--- src/rtl/regfile_pkg.sv ---
// Shared constants and helpers for the parametrised register file with bypass and scoreboard.
package regfile_pkg;

   localparam int unsigned DEF_DATA_W   = 8;
   localparam int unsigned DEF_NUM_REGS = 4;
   localparam int unsigned DEF_NUM_RD   = 2;

   function automatic int unsigned clog2(input int unsigned n);
      int unsigned r;
      r = 0;
      while ((32'd1 << r) < n) r++;
      return r;
   endfunction

   // LSB index of port p inside a packed multi-port bus of w-bit fields
   function automatic int unsigned slice_lsb(input int unsigned p, input int unsigned w);
      return p * w;
   endfunction

endpackage

--- src/rtl/regfile_scoreboard.sv ---
// Per-register busy scoreboard: lock/clear update and per-port read hazard detection.
module regfile_scoreboard
   import regfile_pkg::*;
#(
   parameter  int unsigned NUM_REGS = DEF_NUM_REGS,
   parameter  int unsigned NUM_RD   = DEF_NUM_RD,
   parameter  int unsigned ZERO_REG = 1,
   parameter  int unsigned BYPASS   = 1,
   localparam int unsigned AW       = clog2(NUM_REGS)
) (
   input  logic                 clk,
   input  logic                 reset_n,
   input  logic                 wr_en,
   input  logic [AW-1:0]        wr_addr,
   input  logic                 lock_en,
   input  logic [AW-1:0]        lock_addr,
   input  logic                 rd_en,
   input  logic [NUM_RD*AW-1:0] rd_addr,
   output logic [NUM_REGS-1:0]  busy,
   output logic                 stall_c
);

   logic [NUM_REGS-1:0] busy_nxt;
   logic [NUM_RD-1:0]   hazard;

   // A lock wins over a same-cycle write-back: the lock names a newer producer.
   always_comb begin
      busy_nxt = busy;
      for (int unsigned i = 0; i < NUM_REGS; i++) begin
         if (lock_en && (lock_addr == AW'(i)))
            busy_nxt[i] = 1'b1;
         else if (wr_en && (wr_addr == AW'(i)))
            busy_nxt[i] = 1'b0;
      end
      if (ZERO_REG != 0) busy_nxt[0] = 1'b0;
   end

   always_ff @(posedge clk or negedge reset_n) begin
      if (!reset_n) busy <= '0;
      else          busy <= busy_nxt;
   end

   always_comb begin
      hazard = '0;
      for (int unsigned p = 0; p < NUM_RD; p++) begin
         logic [AW-1:0] a;
         a = rd_addr[slice_lsb(p, AW) +: AW];
         hazard[p] = busy[a] && !((BYPASS != 0) && wr_en && (wr_addr == a));
      end
   end

   assign stall_c = rd_en && (|hazard);

endmodule

--- src/rtl/regfile_bypass.sv ---
// Multi-port register file with registered reads, optional write-to-read bypass and busy scoreboard.
module regfile_bypass
   import regfile_pkg::*;
#(
   parameter  int unsigned DATA_W   = DEF_DATA_W,
   parameter  int unsigned NUM_REGS = DEF_NUM_REGS,
   parameter  int unsigned NUM_RD   = DEF_NUM_RD,
   parameter  int unsigned ZERO_REG = 1,
   parameter  int unsigned BYPASS   = 1,
   localparam int unsigned AW       = clog2(NUM_REGS)
) (
   input  logic                     clk,
   input  logic                     reset_n,
   input  logic                     wr_en,
   input  logic [AW-1:0]            wr_addr,
   input  logic [DATA_W-1:0]        wr_data,
   input  logic                     lock_en,
   input  logic [AW-1:0]            lock_addr,
   input  logic                     rd_en,
   input  logic [NUM_RD*AW-1:0]     rd_addr,
   output logic [NUM_RD*DATA_W-1:0] rd_data,
   output logic                     rd_valid,
   output logic                     rd_stall,
   output logic [NUM_REGS-1:0]      busy
);

   logic [DATA_W-1:0]        regs [NUM_REGS];
   logic [NUM_RD*DATA_W-1:0] rd_nxt;
   logic                     stall_c;
   logic                     rd_ok;
   logic                     wr_ok;

   regfile_scoreboard #(
      .NUM_REGS (NUM_REGS),
      .NUM_RD   (NUM_RD),
      .ZERO_REG (ZERO_REG),
      .BYPASS   (BYPASS)
   ) u_sb (
      .clk       (clk),
      .reset_n   (reset_n),
      .wr_en     (wr_en),
      .wr_addr   (wr_addr),
      .lock_en   (lock_en),
      .lock_addr (lock_addr),
      .rd_en     (rd_en),
      .rd_addr   (rd_addr),
      .busy      (busy),
      .stall_c   (stall_c)
   );

   assign rd_stall = stall_c;
   assign rd_ok    = rd_en && !stall_c;
   assign wr_ok    = wr_en && !((ZERO_REG != 0) && (wr_addr == '0));

   always_ff @(posedge clk or negedge reset_n) begin
      if (!reset_n) begin
         for (int unsigned i = 0; i < NUM_REGS; i++) regs[i] <= '0;
      end else if (wr_ok) begin
         regs[wr_addr] <= wr_data;
      end
   end

   // Per-port source select: hard zero, forwarded write data, or stored value.
   always_comb begin
      rd_nxt = '0;
      for (int unsigned p = 0; p < NUM_RD; p++) begin
         logic [AW-1:0] a;
         a = rd_addr[slice_lsb(p, AW) +: AW];
         if ((ZERO_REG != 0) && (a == '0))
            rd_nxt[slice_lsb(p, DATA_W) +: DATA_W] = '0;
         else if ((BYPASS != 0) && wr_en && (wr_addr == a))
            rd_nxt[slice_lsb(p, DATA_W) +: DATA_W] = wr_data;
         else
            rd_nxt[slice_lsb(p, DATA_W) +: DATA_W] = regs[a];
      end
   end

   always_ff @(posedge clk or negedge reset_n) begin
      if (!reset_n) begin
         rd_data  <= '0;
         rd_valid <= 1'b0;
      end else begin
         rd_valid <= rd_ok;
         if (rd_ok) rd_data <= rd_nxt;
      end
   end

endmodule
--- config.mk ---
export PLATFORM = sky130hd
export DESIGN_NAME = regfile_bypass
export DESIGN_NICKNAME = d
export VERILOG_FILES = /design/src/rtl/regfile_pkg.sv /design/src/rtl/regfile_scoreboard.sv /design/src/rtl/regfile_bypass.sv
export SDC_FILE = /design/constraint.sdc
export NUM_CORES = 1
export LEC_CHECK = 0
export BUFFER_PORTS_ARGS = -buffer_cell sky130_fd_sc_hd__buf_2
export CAP_MARGIN = 30
export CORE_MARGIN = 8
export CORE_UTILIZATION = 45
export DETAILED_ROUTE_END_ITERATION = 7
export GPL_ROUTABILITY_DRIVEN = 0
export PLACE_DENSITY_LB_ADDON = 0.25
export REMOVE_ABC_BUFFERS = 1
export SLEW_MARGIN = 15
export SYNTH_ARGS = -nofsm -noshare
export SYNTH_HDL_FRONTEND = slang
export SYNTH_SLANG_ARGS = --single-unit
--- constraint.sdc ---
create_clock -name clk -period 2.1 [get_ports clk]
set_clock_uncertainty 0.15 [all_clocks]
set_input_delay 0 -clock clk [delete_from_list [all_inputs] [get_ports clk]]
set_output_delay 0 -clock clk [all_outputs]
set_load 0.02 [all_outputs]
==> impl_results.md, run 1 <==
- Synth-to-Final Area Change: 21.4%
- RSZ-0062 raised after global routing: false
- Critical path type: reg -> reg
- Worst IR Drop VDD: 427 uV
- Fin. max-slew vios: 0
- PortBufs: 41
- Post-CTS sizing: 0
- Syn Std Cell Area: 0.00279 mm2
- Number of global-route vias before repair: 2132
- R2R Path End: rd_data[6]$_DFFE_PN0P_
- WP buf/inv: 1
- Critical Path RT: 2.15 ns
- Clock Latency Late Sink: between 0.3 and 0.4 ns
- Total CTS buffers: 5
- Cell variety after synth: 25
- Total GRT Usage: 0.161
- Critical path peak fanout: 17
- Hold Buf Count CTS: 15
- Overflow after GRT: 0
- FF-to-FF setup slack: between 0.15 and 0.2 ns
- Tcrit/Tclk final: 0.905
- Wire length on met3: 412 um
- # setup viols final: 0
- Post-synth top area cell: dfrtp_1
- Worst-Margin Slew: 0.670 ns
- Routed Antenna Nets: 0
- Max layer used: met4
- DRC violations left: 0
- Crit end category: flop
- Ys async rst share: 1.00
- Largest net degree at the start of global routing: 53
- # H-tree levels: 2
- Crit-path max cell delay: roughly 0.43 ns
- Status: complete, no violations
- Register area share after synthesis: 0.466
- Min-Delay Path Class: in -> async
- Pleak: 0.00149 uW
- CP max stage cell: dfrtp_1
- CP dominant cell by count: mux2i_1
- Synth area leaders: dfrtp_1 (47%), mux2_1 (13%), mux4_2 (13%), o31ai_1 (4.3%), nand4_1 (3.6%)
- Worst-case reg-to-reg path depth: 5
- Crit-path cells: mux2i_1 > mux2i_1 > a221oi_4 > buf_12 > mux2_2
- Setup tns final: 0 ns
- Hold Vio Cnt, Final: 0
- Slew headroom: 0.552
- Top achievable clock speed: 526 MHz
- Met1 Routed Length: 3010 um
- Hold slack: around 0.053 ns
- Startpoint types: flop
- R2r startpoint: u_sb.busy[3]$_DFFE_PN0P_
- Hpwl dp: 4930 um
- Crit path DAT: 1.95 ns
- # rows: 28
- Clock root cell: clkbuf_8
- Initial antenna violation count: 0
- CTS max path bufs: 2
- Met2 wire len: between 3000 and 4000 um
- Yosys warns: 0
- Pre-antenna DRT Iters: 4
- WL/cell: roughly 20 um
- CTS tree: done
- Synthesized area per cell: 13.4 um2
- Pwr Density: 860 mW/mm2
- Initial DRC count: ~190
- Placed inst area: 0.00315 mm2
- Die area: 0.00899 mm2
- DIE WIDTH: ~95 um
- Drt total wl: just under 7000 um
- Net count, final: 290
- First-pass GRT wire length: 11200 um
- Starting Density: 0.469
- Post-CTS Setup Repair Bufs: 0
- Share of cells above drive strength 1: 0.344
- Drt via density: 5.67
- # IOs: 43
- Min Tclk post-route: 1.90 ns
- Main synth FF type: dfrtp_1
- Fin area: 0.00339 mm2
- Power Total: 2910 uW
- Most common cell in the netlist: dfrtp_1
- Total number of vias: 1956
- Max Cap Viol: 0
- Cells after Synth: ~210
- Core area: 0.00596 mm2
- Commonest cells post-synth: dfrtp_1 (52), mux2_1 (33)
- Post-synth EDFFs: 0
- Clock transition at path regs: 0.10 ns
- Die Y: 94.8 um
- Diodes inserted: 0
- Sink Count: 52
- Yosys reg bits: 52
- Yosys top cell area share: 0.466
- Family with the most delay on the worst path: multiplexers
worst max path at each step:
stage | startpoint | to | slack (ns) | depth (start not counted)
floorplan | u_sb.busy[3]$_DFFE_PN0P_ | rd_data[0]$_DFFE_PN0P_ | 0.05 | 4
global placement | wr_addr[0] | rd_data[3]$_DFFE_PN0P_ | 0.24 | 6
detailed placement | wr_addr[0] | rd_data[6]$_DFFE_PN0P_ | 0.17 | 6
CTS | u_sb.busy[3]$_DFFE_PN0P_ | rd_data[6]$_DFFE_PN0P_ | 0.21 | 5
global route | u_sb.busy[3]$_DFFE_PN0P_ | rd_data[13]$_DFFE_PN0P_ | 0.09 | 5
finish | u_sb.busy[3]$_DFFE_PN0P_ | rd_data[6]$_DFFE_PN0P_ | 0.20 | 5
through the flow:
step                      cells   util  worst slack (ns)
after global placement      322  0.529             0.244
final                       345  0.569             0.200
after floorplan             190      -            0.0473
after global routing        345  0.569            0.0948
after CTS                   345  0.569             0.211
after detailed placement    322  0.529             0.168
power breakdown:
part | leakage (uW) | internal (uW) | switching, uW
sequential | 0.000650 | 1220 | 129
combinational | 0.000804 | 454 | 529
clock | 0.0000404 | 237 | 346
kinds of logic (layout without fill, tap and decap cells):
family,Yosys count,count (layout),share of synthesized area
AOI/OAI and AO/OA,37,37,0.0909
xor gates and xnor gates,8,8,0.0439
buffers and inverters,21,82,0.0349
DFF,52,52,0.466
muxes,60,60,0.305
other,1,1,0.00134
and+or+nand+nor,30,30,0.0587
cell type report:
type	instances	area, um2
fillers	517	2560
multi-input cells	136	1400
flip-flops and latches	52	1300
repair buffers	72	500
well taps	75	93.8
clock buffers	5	68.8
clock inverters	3	23.8
inverters	2	7.51
sequential cells by signal (all words and copies together) (netlist names):
signal,flops
regs,32
rd_data,16
u_sb.busy,3
rd_valid,1
per-layer routing:
| layer | global-route usage | vias to the layer above |
|---|---|---|
| li1 | - | 919 |
| met2 | 0.262 | 57 |
| met5 | 0 | - |
| met3 | 0.0389 | 7 |
| met1 | 0.213 | 973 |
| met4 | 0.0338 | 0 |
worst register-to-register path, cell delays in order (launching register included):
cell and delay [ns]:
dfrtp_1 0.43, mux2i_1 0.16, mux2i_1 0.15, a221oi_4 0.35, buf_12 0.20, mux2_2 0.36
cell usage in the layout (no fill, tap or decap), types with 2 or more instances in the layout:
master         count
dlygate4sd3_1     15
clkbuf_8           5
mux2i_1            4
nand2_1            6
a21oi_1           16
nand3b_1           2
nand4_1           16
o21ai_1            2
nor2_1             3
xnor2_2            2
buf_4             14
inv_1              2
buf_2             41
buf_12             2
dfrtp_1           52
mux2_1            33
clkinvlp_4         2
mux4_2            16
nand3_1            3
xor2_1             4
o31ai_1           16
xnor2_4            2
mux2_2             7
(Power assumes the default switching activity.)
==> run 2, diff against run 1 <==
CORE_UTILIZATION = 57   (was 45)
==> impl_results.md, run 2 (same netlist as run 1, synthesis figures left out) <==
- Total GRT Usage: 0.183 (+0.0217)
- Initial antenna violation count: 0 (unchanged)
- Worst setup margin: 0.193 ns (-0.00660 ns)
- Fillers: 324 (-37%)
- Biggest regs: regs: 32 flops, rd_data: 16 flops, u_sb.busy: 3 flops
- Tcrit/Tclk final: 0.908 (+0.00314)
- Routed Antenna Nets: 0 (unchanged)
- Total CTS buffers: 5 (unchanged)
- CTS max path bufs: 2 (unchanged)
- Setup Slack @ Placement: 0.171 ns (+0.00258 ns)
- # setup viols final: 0 (unchanged)
- Crit path DAT: 1.96 ns (about the same)
- Clock Latency Late Sink: 0.31 ns (about the same)
- Number of global-route vias before repair: 2059 (-3.4%)
- Top achievable clock speed: 524 MHz (-0.35%)
- Startpoint types: flop
- Crit end category: flop
- Critical path peak fanout: 17 (unchanged)
- Fin. max-slew vios: 0 (unchanged)
- Most frequent cells in the layout: dfrtp_1 (52), buf_2 (41), mux2_1 (33)
- Pre-antenna DRT Iters: 5 (+1)
- Net count, final: 286 (-1.4%)
- Commonest non-fill, non-tap cell in the layout: dfrtp_1
- Multi-input logic area: 0.00140 mm2 (unchanged)
- Min Tclk post-route: 1.91 ns (+0.00660 ns)
- Min-Delay Path Class: in -> async
- Worst IR Drop VDD: 435 uV (+1.9%)
- Max Cap Viol: 0 (unchanged)
- Hold Vio Cnt, Final: 0 (unchanged)
- Reg area: 0.00130 mm2 (unchanged)
- Core area: 0.00472 mm2 (-21%)
- Diodes inserted: 0 (unchanged)
- Post-CTS sizing: 0 (unchanged)
- CTS tree: done
- PortBufs: 41 (unchanged)
- Initial DRC count: 220 (+18%)
- Setup tns final: 0 ns (unchanged)
- Share of cells above drive strength 1: 0.335 (-0.00986)
- Die Y: 86.0 um (-9.3%)
- Largest net degree at the start of global routing: 29 (-45%)
- Clock transition at path regs: 0.10 ns (about the same)
- Worst-Margin Slew: 0.690 ns (+0.0199 ns)
- RSZ-0062 raised after global routing: false
- Overflow after GRT: 0 (unchanged)
- Most flops, register: regs
- Synth-to-Final Area Change: 19.9%
- Sink Count: 52 (unchanged)
- Hpwl dp: 4590 um (-6.9%)
- First-pass GRT wire length: 10600 um (-5.5%)
- Drt total wl: 6400 um (-5.4%)
- Max reg flops: 32 (unchanged)
- Critical path type: reg -> reg
- Drt via density: 6.05 (+6.6%)
- Die area: 0.00740 mm2 (-18%)
- Hold slack: 0.0787 ns (+0.0254 ns)
- Pwr Density: 868 mW/mm2 (+0.97%)
- Pleak: 0.00148 uW (-0.64%)
- # IOs: 43 (unchanged)
- Status: complete, no violations
- Clock root cell: clkbuf_8
- # rows: 25 (-11%)
- DRC violations left: 0 (unchanged)
- # H-tree levels: 2 (unchanged)
- Starting Density: 0.592 (+0.122)
- Slew headroom: 0.539 (-0.0133)
- DIE WIDTH: 86.0 um (-9.3%)
- WL/cell: 19.2 um (-1.9%)
- Total number of vias: 2013 (+2.9%)
- Critical Path RT: 2.15 ns (about the same)
## run 2: path summary, 6_finish.rpt
kind,startpoint,endpoint,slack [ns],cells after the start
worst max-delay path,u_sb.busy[3]$_DFFE_PN0P_,rd_data[4]$_DFFE_PN0P_,0.19,5
worst min-delay path,reset_n,regs[29]$_DFFE_PN0P_,0.08,2
worst max register to register,u_sb.busy[3]$_DFFE_PN0P_,rd_data[4]$_DFFE_PN0P_,0.19,5
worst min register to register,regs[27]$_DFFE_PN0P_,regs[27]$_DFFE_PN0P_,0.25,0
max in group asynchronous,reset_n,rd_data[8]$_DFFE_PN0P_,1.17,3
min in group clk,wr_addr[0],regs[17]$_DFFE_PN0P_,0.19,3
## run 2: what timing repair did
item | 4_1_cts | 5_1_grt
setup buffers | 0 | 0
hold buffers | 15 | 0
setup endpoints to repair | 0 | 0
endpoints found under the hold margin | 80 | 0
## run 2: routing by layer
metal / share of wire / vias to the layer above / GRT usage
met5: 0 / - / 0
met4: 0.019 / 0 / 0.0780
met3: 0.068 / 14 / 0.0420
met2: 0.49 / 84 / 0.279
met1: 0.43 / 1001 / 0.242
li1: - / 914 / -
## run 2: worst max-delay path, cell delays in order, from the launching register on
cell and delay (ns):
dfrtp_1 0.43, mux2i_1 0.17, mux2i_1 0.16, a221oi_4 0.35, buf_12 0.20, mux2_2 0.35
## run 2: layout make-up
type                            count  area share
Multi-Input combinational cell    136       0.417
Sequential cell                    52       0.388
Timing Repair Buffer               68       0.140
Tap cell                           67      0.0250
Clock buffer                        5      0.0205
Clock inverter                      3     0.00672
Inverter                            2     0.00224
## run 2: metrics by stage
stage,std cells,cell area (um2),utilization,power [uW]
3_5_place_dp,310,3110,0.658,2320
3_3_place_gp,310,3110,0.658,2280
5_1_grt,333,3350,0.709,3060
2_1_floorplan,190,2700,-,1940
6_report,333,3350,0.709,2910
4_1_cts,333,3350,0.709,2930
## run 2: power breakdown
group,internal [uW],total (uW),switching (uW),leakage (uW)
registers,1220,1350,128,0.000650
clock network,240,590,351,0.0000485
logic,450,970,520,0.000787
total,1910,2910,998,0.00148
==> run 3, diff against run 2 <==
ABC_AREA = 1   (was default)
SLEW_MARGIN = default   (was 15)
==> impl_results.md, run 3 <==
- Routed Antenna Nets: 0 (unchanged)
- Total CTS buffers: 5 (unchanged)
- Most flops, register: regs
- Yosys top cell area share: 0.424 (-0.0416)
- PortBufs: 41 (unchanged)
- DRC violations left: 0 (unchanged)
- Core area: 0.00514 mm2 (+8.8%)
- Tcrit/Tclk final: 0.799 (-0.109)
- Yosys warns: 0 (unchanged)
- Crit end category: output port
- Starting Density: 0.597 (+0.00536)
- Post-CTS sizing: 0 (unchanged)
- Met2 wire len: 4130 um (+33%)
- Pre-antenna DRT Iters: 5 (unchanged)
- Drt via density: 5.11 (-15%)
- First-pass GRT wire length: 13500 um (+28%)
- Wire length on met3: 532 um (+22%)
- # IOs: 43 (unchanged)
- Die area: 0.00799 mm2 (+8.0%)
- Fillers: 471 (+45%)
- # setup viols final: 0 (unchanged)
- Setup Slack @ Placement: 0.488 ns (+0.317 ns)
- Most common cell in the netlist: nand2_1
- Commonest non-fill, non-tap cell in the layout: nand2_1
- Top achievable clock speed: 596 MHz (+14%)
- Largest net degree at the start of global routing: 30 (+3.4%)
- R2R Path End: rd_data[14]$_DFFE_PN0P_
- Min-Delay Path Class: in -> reg
- Max layer used: met4
- Met1 Routed Length: 3340 um (+22%)
- Total GRT Usage: 0.221 (+0.0386)
- Biggest regs: regs: 32 flops, rd_data: 16 flops, u_sb.busy: 3 flops
- Final core utilization: 0.694 (-0.0156)
- Overflow after GRT: 0 (unchanged)
- Fin area: 0.00356 mm2 (+6.4%)
- Reg area: 0.00130 mm2 (unchanged)
- CTS max path bufs: 2 (unchanged)
- Register area share after synthesis: 0.424 (-0.0416)
- Die Y: 89.4 um (+3.9%)
- Cells after Synth: 471 (+130%)
- Main synth FF type: dfrtp_1
- Worst setup path endpoint: rd_stall
- CTS tree: done
- Ys async rst share: 1.00 (unchanged)
- Worst-case reg-to-reg path depth: 8 (+3)
- Status: complete, no violations
- Crit path DAT: 1.53 ns (-0.43 ns)
- Power Total: 2740 uW (-5.7%)
- Placed inst area: 0.00329 mm2 (+5.8%)
- Worst IR Drop VDD: 565 uV (+30%)
- Number of global-route vias before repair: 2927 (+42%)
- Synth area leaders: dfrtp_1 (42%), nand2_1 (21%), nor2_1 (13%), inv_1 (4.5%), nand3_1 (4.4%)
- Syn Std Cell Area: 0.00307 mm2 (+9.8%)
- Clock root cell: clkbuf_8
- Multi-input logic area: 0.00148 mm2 (+5.7%)
- Commonest cells post-synth: nand2_1 (173), nor2_1 (105), dfrtp_1 (52)
- FF-to-FF setup slack: 0.50 ns (+0.31 ns)
- Slew headroom: 0.583 (+0.0442)
- Worst-Margin Slew: 0.626 ns (-0.0640 ns)
- Most frequent cells in the layout: nand2_1 (173), nor2_1 (105), dfrtp_1 (52)
- Post-synth top area cell: dfrtp_1
- Hpwl dp: 5760 um (+26%)
- Post-synth EDFFs: 0 (unchanged)
- Hold Vio Cnt, Final: 0 (unchanged)
- Sink Count: 52 (unchanged)
- DIE WIDTH: 89.4 um (+3.9%)
- # rows: 26 (+4.0%)
- Yosys reg bits: 52 (unchanged)
- Min Tclk post-route: 1.68 ns (-0.228 ns)
- Share of cells above drive strength 1: 0.145 (-0.190)
- Startpoint types: input port
- Critical path type: in -> out
- Critical path peak fanout: 9 (-8)
- Worst setup margin: 0.421 ns (+0.228 ns)
- Worst Setup SP: wr_addr[0]
- Max reg flops: 32 (unchanged)
- Total number of vias: 3002 (+49%)
- Clock Latency Late Sink: 0.30 ns (about the same)
- R2r startpoint: u_sb.busy[2]$_DFFE_PN0P_
- RSZ-0062 raised after global routing: false
- Clock transition at path regs: 0.09 ns (about the same)
- # H-tree levels: 2 (unchanged)
- Net count, final: 538 (+88%)
- Cell variety after synth: 20 (-20%)
- Max Cap Viol: 0 (unchanged)
- WL/cell: 13.9 um (-28%)
- Drt total wl: 8150 um (+27%)
- Initial DRC count: 271 (+23%)
- Setup tns final: 0 ns (unchanged)
- Synth-to-Final Area Change: 16.2%
- Critical Path RT: 1.95 ns (-0.20 ns)
- Synthesized area per cell: 6.51 um2 (-51%)
- Pleak: 0.00201 uW (+35%)
- Fin. max-slew vios: 0 (unchanged)
- Pwr Density: 769 mW/mm2 (-11%)
- Diodes inserted: 0 (unchanged)
- Initial antenna violation count: 0 (unchanged)
==> run 3: how the worst min path moves through the flow <==
stage | from | endpoint | cells after the start
2_1_floorplan | reset_n | rd_data[0]$_DFFE_PN0P_ | 0
3_3_place_gp | reset_n | regs[7]$_DFFE_PN0P_ | 1
3_5_place_dp | reset_n | regs[7]$_DFFE_PN0P_ | 1
4_1_cts | wr_en | regs[6]$_DFFE_PN0P_ | 5
5_1_grt | wr_en | regs[6]$_DFFE_PN0P_ | 5
6_report | wr_en | regs[6]$_DFFE_PN0P_ | 5
==> run 3: power by group <==
group | total, uW | leakage, uW | switching [uW] | internal (uW)
registers | 1280 | 0.000662 | 104 | 1170
clock network | 613 | 0.0000503 | 319 | 294
logic | 852 | 0.00130 | 563 | 288
total | 2740 | 0.00201 | 986 | 1760
==> run 3: critical path, cell delays in order <==
cell and delay, ns:
dlygate4sd3_1 0.52, buf_2 0.16, inv_2 0.09, nand2_1 0.08, nand2_2 0.09, inv_2 0.08
nand2_2 0.09, nand2_4 0.06, a21oi_1 0.15, buf_2 0.20
==> run 3: area by class of cell <==
type / instances / share of cell area
clock buffers: 7 / 0.0270
inverters: 43 / 0.0453
multi-input cells: 350 / 0.414
well taps: 70 / 0.0246
repair buffers: 65 / 0.124
flip-flops and latches: 52 / 0.365
==> run 3: what timing repair did <==
action / 4_1_cts / 5_1_grt
hold buffers: 18 / 0
endpoints found under the hold margin: 63 / 0
setup buffers: 0 / 0
==> run 3: routing by layer <==
| metal | vias to the layer above | track usage |
|---|---|---|
| met1 | 1362 | 0.253 |
| met2 | 119 | 0.393 |
| met4 | 0 | 0.0710 |
| li1 | 1503 | - |
| met3 | 18 | 0.0551 |
| met5 | - | 0 |
==> run 3: cells by family after synthesis <==
group                  count (synthesis)  share of synthesized area
other                                  1                    0.00122
flip-flops                            52                      0.424
buffers and inverters                 69                     0.0950
AO/OA/AOI/OAI                         29                     0.0489
AND/OR/NAND/NOR                      320                      0.431
==> run 3: per-stage QoR <==
stage / instances / hold slack [ns]
floorplan: 445 / -0.446
global placement: 562 / -0.111
detailed placement: 562 / -0.0994
CTS: 587 / 0.00497
global route: 587 / 0.0374
finish: 587 / 0.00577
